[config.mk]
export PLATFORM = sky130hd
export DESIGN_NAME = capture_trigger
export DESIGN_NICKNAME = d
export VERILOG_FILES = /design/src/rtl/pdh_capture_pkg.sv /design/src/rtl/level_crossing_detector.sv /design/src/rtl/capture_trigger.sv
export SDC_FILE = /design/constraint.sdc
export NUM_CORES = 1
export LEC_CHECK = 0
export ABC_AREA = 1
export ABC_CLOCK_PERIOD_IN_PS = 3100
export BUFFER_PORTS_ARGS = -buffer_cell sky130_fd_sc_hd__buf_4
export CAP_MARGIN = 10
export CORE_MARGIN = 2
export CORE_UTILIZATION = 42
export DETAILED_ROUTE_END_ITERATION = 12
export MAX_ROUTING_LAYER = met4
export PLACE_DENSITY = 0.67
export SLEW_MARGIN = 40
export SYNTH_ARGS = -nofsm -noshare
export SYNTH_HDL_FRONTEND = slang
export SYNTH_SLANG_ARGS = --single-unit
[constraint.sdc]
create_clock -name pdh_clk -period 3.1 [get_ports pdh_clk]
set_input_delay 0.155 -clock pdh_clk [delete_from_list [all_inputs] [get_ports pdh_clk]]
set_output_delay 0.155 -clock pdh_clk [all_outputs]
set_load 0.01 [all_outputs]
[src/rtl/pdh_capture_pkg.sv]
// Shared types for the PDH capture trigger block.
// Trigger modes, FSM states and the capture-word packing helper.
package pdh_capture_pkg;

    typedef enum logic [1:0] {
        TRIG_IMMEDIATE = 2'd0,
        TRIG_RISING    = 2'd1,
        TRIG_FALLING   = 2'd2,
        TRIG_EXT       = 2'd3
    } trig_mode_t;

    typedef enum logic [2:0] {
        ST_IDLE      = 3'd0,
        ST_HOLDOFF   = 3'd1,
        ST_ARMED     = 3'd2,
        ST_FIRE      = 3'd3,
        ST_WAIT_DONE = 3'd4
    } cap_state_t;

    localparam int TS_W   = 32;
    localparam int CH_W   = 16;
    localparam int DATA_W = 4 * CH_W;

    // Channel A lands in the most significant slice.
    function automatic logic [DATA_W-1:0] pack_channels(
        input logic [CH_W-1:0] a,
        input logic [CH_W-1:0] b,
        input logic [CH_W-1:0] c,
        input logic [CH_W-1:0] d
    );
        return {a, b, c, d};
    endfunction

endpackage

[src/rtl/level_crossing_detector.sv]
// Signed threshold crossing detector with a one-sample history.
// History is invalidated while clear is high, so the first sample after clear never hits.
module level_crossing_detector #(
    parameter int TW = 16
) (
    input  logic                 clk,
    input  logic                 rst,
    input  logic                 clear,
    input  logic signed [TW-1:0] src,
    input  logic signed [TW-1:0] threshold,
    output logic                 hit_rise,
    output logic                 hit_fall
);

    logic signed [TW-1:0] prev;
    logic                 prev_valid;

    always_ff @(posedge clk) begin
        if (rst) begin
            prev       <= '0;
            prev_valid <= 1'b0;
        end else begin
            prev       <= src;
            prev_valid <= !clear;
        end
    end

    assign hit_rise = prev_valid && (prev < threshold) && (src >= threshold);
    assign hit_fall = prev_valid && (prev > threshold) && (src <= threshold);

endmodule

[src/rtl/capture_trigger.sv]
// Trigger and handshake sequencer for the PDH capture engine.
// Arms, waits out holdoff, detects a trigger, then starts and supervises one capture.
module capture_trigger #(
    parameter int TW            = 16,
    parameter int HW            = 16,
    parameter int START_TIMEOUT = 8
) (
    input  logic                 pdh_clk,
    input  logic                 rst_i,
    input  logic                 arm_i,
    input  logic                 abort_i,
    input  logic [1:0]           trig_mode_i,
    input  logic signed [TW-1:0] trig_src_i,
    input  logic                 trig_ext_i,
    input  logic signed [TW-1:0] threshold_i,
    input  logic [HW-1:0]        holdoff_i,
    input  logic [15:0]          ch_a_i,
    input  logic [15:0]          ch_b_i,
    input  logic [15:0]          ch_c_i,
    input  logic [15:0]          ch_d_i,
    input  logic                 bram_ready_i,
    output logic                 enable_o,
    output logic [63:0]          data_o,
    output logic                 armed_o,
    output logic                 done_o,
    output logic                 err_o,
    output logic [31:0]          trig_ts_o
);

    import pdh_capture_pkg::*;

    localparam int TO_W = $clog2(START_TIMEOUT + 1);

    cap_state_t      state;
    cap_state_t      state_n;
    logic [HW-1:0]   hold_cnt;
    logic [HW-1:0]   hold_n;
    logic [TO_W-1:0] fire_cnt;
    logic [TO_W-1:0] fire_n;
    logic [TS_W-1:0] ts;
    logic            err_n;
    logic            done_n;
    logic            latch_ts;
    logic            hit;
    logic            hit_rise;
    logic            hit_fall;

    level_crossing_detector #(
        .TW(TW)
    ) u_detect (
        .clk      (pdh_clk),
        .rst      (rst_i),
        .clear    (state != ST_ARMED),
        .src      (trig_src_i),
        .threshold(threshold_i),
        .hit_rise (hit_rise),
        .hit_fall (hit_fall)
    );

    always_comb begin
        hit = 1'b0;
        unique case (trig_mode_t'(trig_mode_i))
            TRIG_IMMEDIATE: hit = 1'b1;
            TRIG_RISING:    hit = hit_rise;
            TRIG_FALLING:   hit = hit_fall;
            TRIG_EXT:       hit = trig_ext_i;
        endcase
    end

    always_comb begin
        state_n  = state;
        hold_n   = hold_cnt;
        fire_n   = fire_cnt;
        err_n    = err_o;
        done_n   = 1'b0;
        latch_ts = 1'b0;
        unique case (state)
            ST_IDLE: begin
                if (arm_i && bram_ready_i) begin
                    err_n   = 1'b0;
                    hold_n  = holdoff_i;
                    state_n = (holdoff_i == '0) ? ST_ARMED : ST_HOLDOFF;
                end else if (arm_i) begin
                    err_n = 1'b1;
                end
            end
            ST_HOLDOFF: begin
                if (abort_i) begin
                    hold_n  = '0;
                    state_n = ST_IDLE;
                end else begin
                    hold_n = hold_cnt - 1'b1;
                    if (hold_cnt == HW'(1)) state_n = ST_ARMED;
                end
            end
            ST_ARMED: begin
                // Abort wins over a hit landing in the same cycle.
                if (abort_i) begin
                    state_n = ST_IDLE;
                end else if (hit) begin
                    latch_ts = 1'b1;
                    fire_n   = '0;
                    state_n  = ST_FIRE;
                end
            end
            ST_FIRE: begin
                if (!bram_ready_i) begin
                    state_n = ST_WAIT_DONE;
                end else if (fire_cnt == TO_W'(START_TIMEOUT - 1)) begin
                    err_n   = 1'b1;
                    state_n = ST_IDLE;
                end else begin
                    fire_n = fire_cnt + 1'b1;
                end
            end
            ST_WAIT_DONE: begin
                if (bram_ready_i) begin
                    done_n  = 1'b1;
                    state_n = ST_IDLE;
                end
            end
            default: state_n = ST_IDLE;
        endcase
    end

    // Status outputs are decoded from the next state so they are glitch-free flops.
    always_ff @(posedge pdh_clk) begin
        if (rst_i) begin
            state     <= ST_IDLE;
            hold_cnt  <= '0;
            fire_cnt  <= '0;
            ts        <= '0;
            enable_o  <= 1'b0;
            armed_o   <= 1'b0;
            done_o    <= 1'b0;
            err_o     <= 1'b0;
            trig_ts_o <= '0;
            data_o    <= '0;
        end else begin
            state    <= state_n;
            hold_cnt <= hold_n;
            fire_cnt <= fire_n;
            ts       <= ts + 1'b1;
            enable_o <= (state_n == ST_FIRE);
            armed_o  <= (state_n == ST_HOLDOFF) || (state_n == ST_ARMED);
            done_o   <= done_n;
            err_o    <= err_n;
            data_o   <= pack_channels(ch_a_i, ch_b_i, ch_c_i, ch_d_i);
            if (latch_ts) trig_ts_o <= ts;
        end
    end

endmodule

==> qor.yml <==
routing:
  drt_pass1_iterations: 5
  top_layer_used: "met4"
  wirelength_mm: 19.7
  wl_met1_mm: 8.52
  dr_total_vias: 7188
  wl_met2_mm: 9.57
  drt_iter0_drc: 239
  met3WireLength_mm: 1.10
  post-route-drc-count: 0
  post_drt_wl_per_cell_um: 12.9
  viasPerCell: 4.72
  antenna_left: 0
global_route:
  gr-usage-all-layers_pct: 21.7
  grt_start_max_net_pins: 78
  first_global_vias: 6920
  grt_overflow_total: 0
  antenna_found_initial: 0
  grt_pass1_wl_mm: 31.8
layout:
  instances_no_fill: 1522
  layout_common_cells: "buf_4 (222), inv_1 (177), dfxtp_1 (172), nand2_1 (142), nor2_1 (141)"
  diodes: 0
  syn_to_final_growth_pct: 42.8
  drive_above_1_share_pct: 22.7
  final_util_pct: 61.8
  nets: 1440
  layout_commonest_cell: "buf_4"
  finalInstanceArea_mm2: 0.0107
logic_synthesis:
  yosysWarnings: 0
  seq_area_frac_synth_pct: 45.9
  postSynth.asyncResetShare_pct: 0
  synth_area_mm2: 0.00750
  avgSynthCellArea_um2: 7.56
  netlist_instances: 993
  syn_nets: 1149
  synth-main-ff-cell: "dfxtp_1"
  synth_edf_count: 0
  synth_cell_type_count: 43
  ys_ff_latch: 172
clocking:
  clkTransAtPathRegs_ns: 0.07
  clockRootBuffer: "clkbuf_16"
  cts_tree: "yes"
  cts_max_path_buffers: 2
  cts-resized-gates: 0
  post_cts_buffers: 0
  numClockSinks: 172
  cts_hold_buf: 81
  htreeDepth: 4
  cts_made_buffers: 17
  clk_latency_ns: 0.42
worst_setup_path:
  arrival_ns: 2.89
  path_cells: "dlygate4sd3_1, buf_4, ha_1, nand2_1, nor2_1, o21ai_1, nand3_1, nand2_1, nand2_1, nand2_1, nand3_1, nand3_1, nand2_1, nand2_2, nand2_4, buf_4, nand3_1, a21oi_1"
  r2r_setup_slack_ns: 0.77
  r2r_start: "u_detect.prev[15]"
  cpMostUsedCell: "nand2_1"
  cp-end-kind: "register"
  reg2reg_depth: 16
  r2r-end: "trig_ts_o[25]"
  worst_path_max_delay_cell: "dlygate4sd3_1"
  cp_max_fo: 32
  cp.required_ns: 3.46
  worst_setup_path_start_kind: "primary input"
  critPathKind: "in2reg"
  max_stage_delay_ns: 0.56
sta:
  fin_tns_setup_ns: 0
  fmax_ghz: 0.395
  finalSetupViolCount: 0
  fin_worst_skew_ns: 0.0129
  period_needed_ns: 2.53
  period_share_pct: 81.7
  hold_viol_final: 0
  maxSlewHeadroom_pct: 56.3
  slew_viol_final: 0
  rsz0062_at_grt: "false"
  worst_pin_slew_ns: 0.654
min_path:
  hp-start: "holdoff_i[4]"
  hp-class: "in2reg"
  min_path_cells: 3
  holdPathEnd: "hold_cnt[4]"
placed_design:
  dp_cells: 1408
  placement.cell_area_mm2: 0.00932
  place_congestion: 0.852
  dpl.hpwl_mm: 13.4
  numPortBuffers: 219
floorplanning:
  pin_count: 220
  fp.coreArea_mm2: 0.0174
  placementRows: 48
  start_util_pct: 43.2
  die_h_um: 138
  die_x_um: 138
  die-area_mm2: 0.0190
run_status:
  status: "finished, final reports clean"
power:
  cellPowerDensity_mw_per_mm2: 474
  vdd_drop_max_mv: 0.410
  p_leak_uw: 0.00513
flow_run:
  cap_violations: 0
sequential cells by signal, indices dropped and copies added, names as in the netlist:
register             cells
armed_o                  1
enable_o                 1
state                    3
u_detect.prev           16
err_o                    1
data_o                  64
u_detect.prev_valid      1
trig_ts_o               32
fire_cnt                 4
done_o                   1
ts                      32
hold_cnt                16
report_power, final:
part	switching (uW)	total, uW	internal, uW
sequential	35.7	2330	2290
clock	901	2060	1160
combinational	349	695	345
total	1290	5080	3790
cells in the mapped netlist (2+ instances only):
master    instances  area, um2
o21a_1            6       45.0
o31ai_1           2       15.0
a31oi_1           2       12.5
clkbuf_1         25       93.8
buf_2             2       10.0
dfxtp_1         172       3440
nor4_1            4       25.0
buf_4             5       37.5
a221oi_1          8       70.1
o21ai_0          33        165
nor3_2            2       20.0
nor3_1           18       90.1
nand3_2           5       50.1
inv_2             7       26.3
o21ai_1           4       20.0
xor2_1            5       43.8
nand2_2           4       25.0
xnor2_1           2       17.5
o22ai_1           2       12.5
ha_1             36        450
nor2_1          141        529
nand2_1         142        533
a21oi_1          82        410
a211oi_1          3       22.5
nand2_4           2       22.5
nor3b_1           3       22.5
nor2_2            6       37.5
nand3_1          57        285
inv_1           177        664
nor2_4            9        101
nand4_1          15       93.8
through the flow:
step | setup slack (ns) | power [uW] | hold WS (ns)
2_1_floorplan | 1.19 | 2700 | 0.233
3_3_place_gp | 0.820 | 2970 | 0.353
3_5_place_dp | 0.731 | 2980 | 0.361
4_1_cts | 0.621 | 5120 | 0.00191
5_1_grt | 0.296 | 5310 | 0.0380
6_report | 0.568 | 5080 | 0.0216
routing by layer:
metal | track usage, % | vias up
met5 | - | -
met4 | 8.36 | 0
met3 | 5.41 | 41
met2 | 35.8 | 202
met1 | 25.6 | 3232
li1 | - | 3713
worst max-delay path: cells and delay by family:
kind | cells | cell delay, ns
simple gates | 12 | 1.12
compound gates | 2 | 0.26
buf+inv | 3 | 1.03
fa+ha+maj | 1 | 0.30
cells by family (layout without fill, tap and decap cells):
logic type,count (synthesis),after routing,share of synthesized area [%]
simple gates,416,416,25.5
buf+inv,218,522,11.3
flops,172,172,45.9
compound gates,144,144,10.5
fa+ha+maj,36,36,6.00
xor+xnor,7,7,0.817
final cells by class:
class                   count  area (um2)
flip-flops and latches    172        3440
fillers                  1509        6640
well taps                 225         282
clock inverters            12         111
inverters                 185         694
repair buffers            305        2520
clock buffers              20         457
multi-input cells         603        3210
how the worst max path moves through the flow:
stage | end | start | slack [ns] | cells after the start
6_report | trig_ts_o[25] | trig_src_i[7] | 0.57 | 18
4_1_cts | trig_ts_o[25] | trig_src_i[7] | 0.62 | 18
3_5_place_dp | trig_ts_o[25] | threshold_i[7] | 0.73 | 18
2_1_floorplan | trig_ts_o[10] | u_detect.prev[15] | 1.19 | 14
5_1_grt | trig_ts_o[19] | trig_src_i[7] | 0.30 | 18
3_3_place_gp | trig_ts_o[25] | threshold_i[15] | 0.82 | 15
Power figures use the tool's default switching activity.
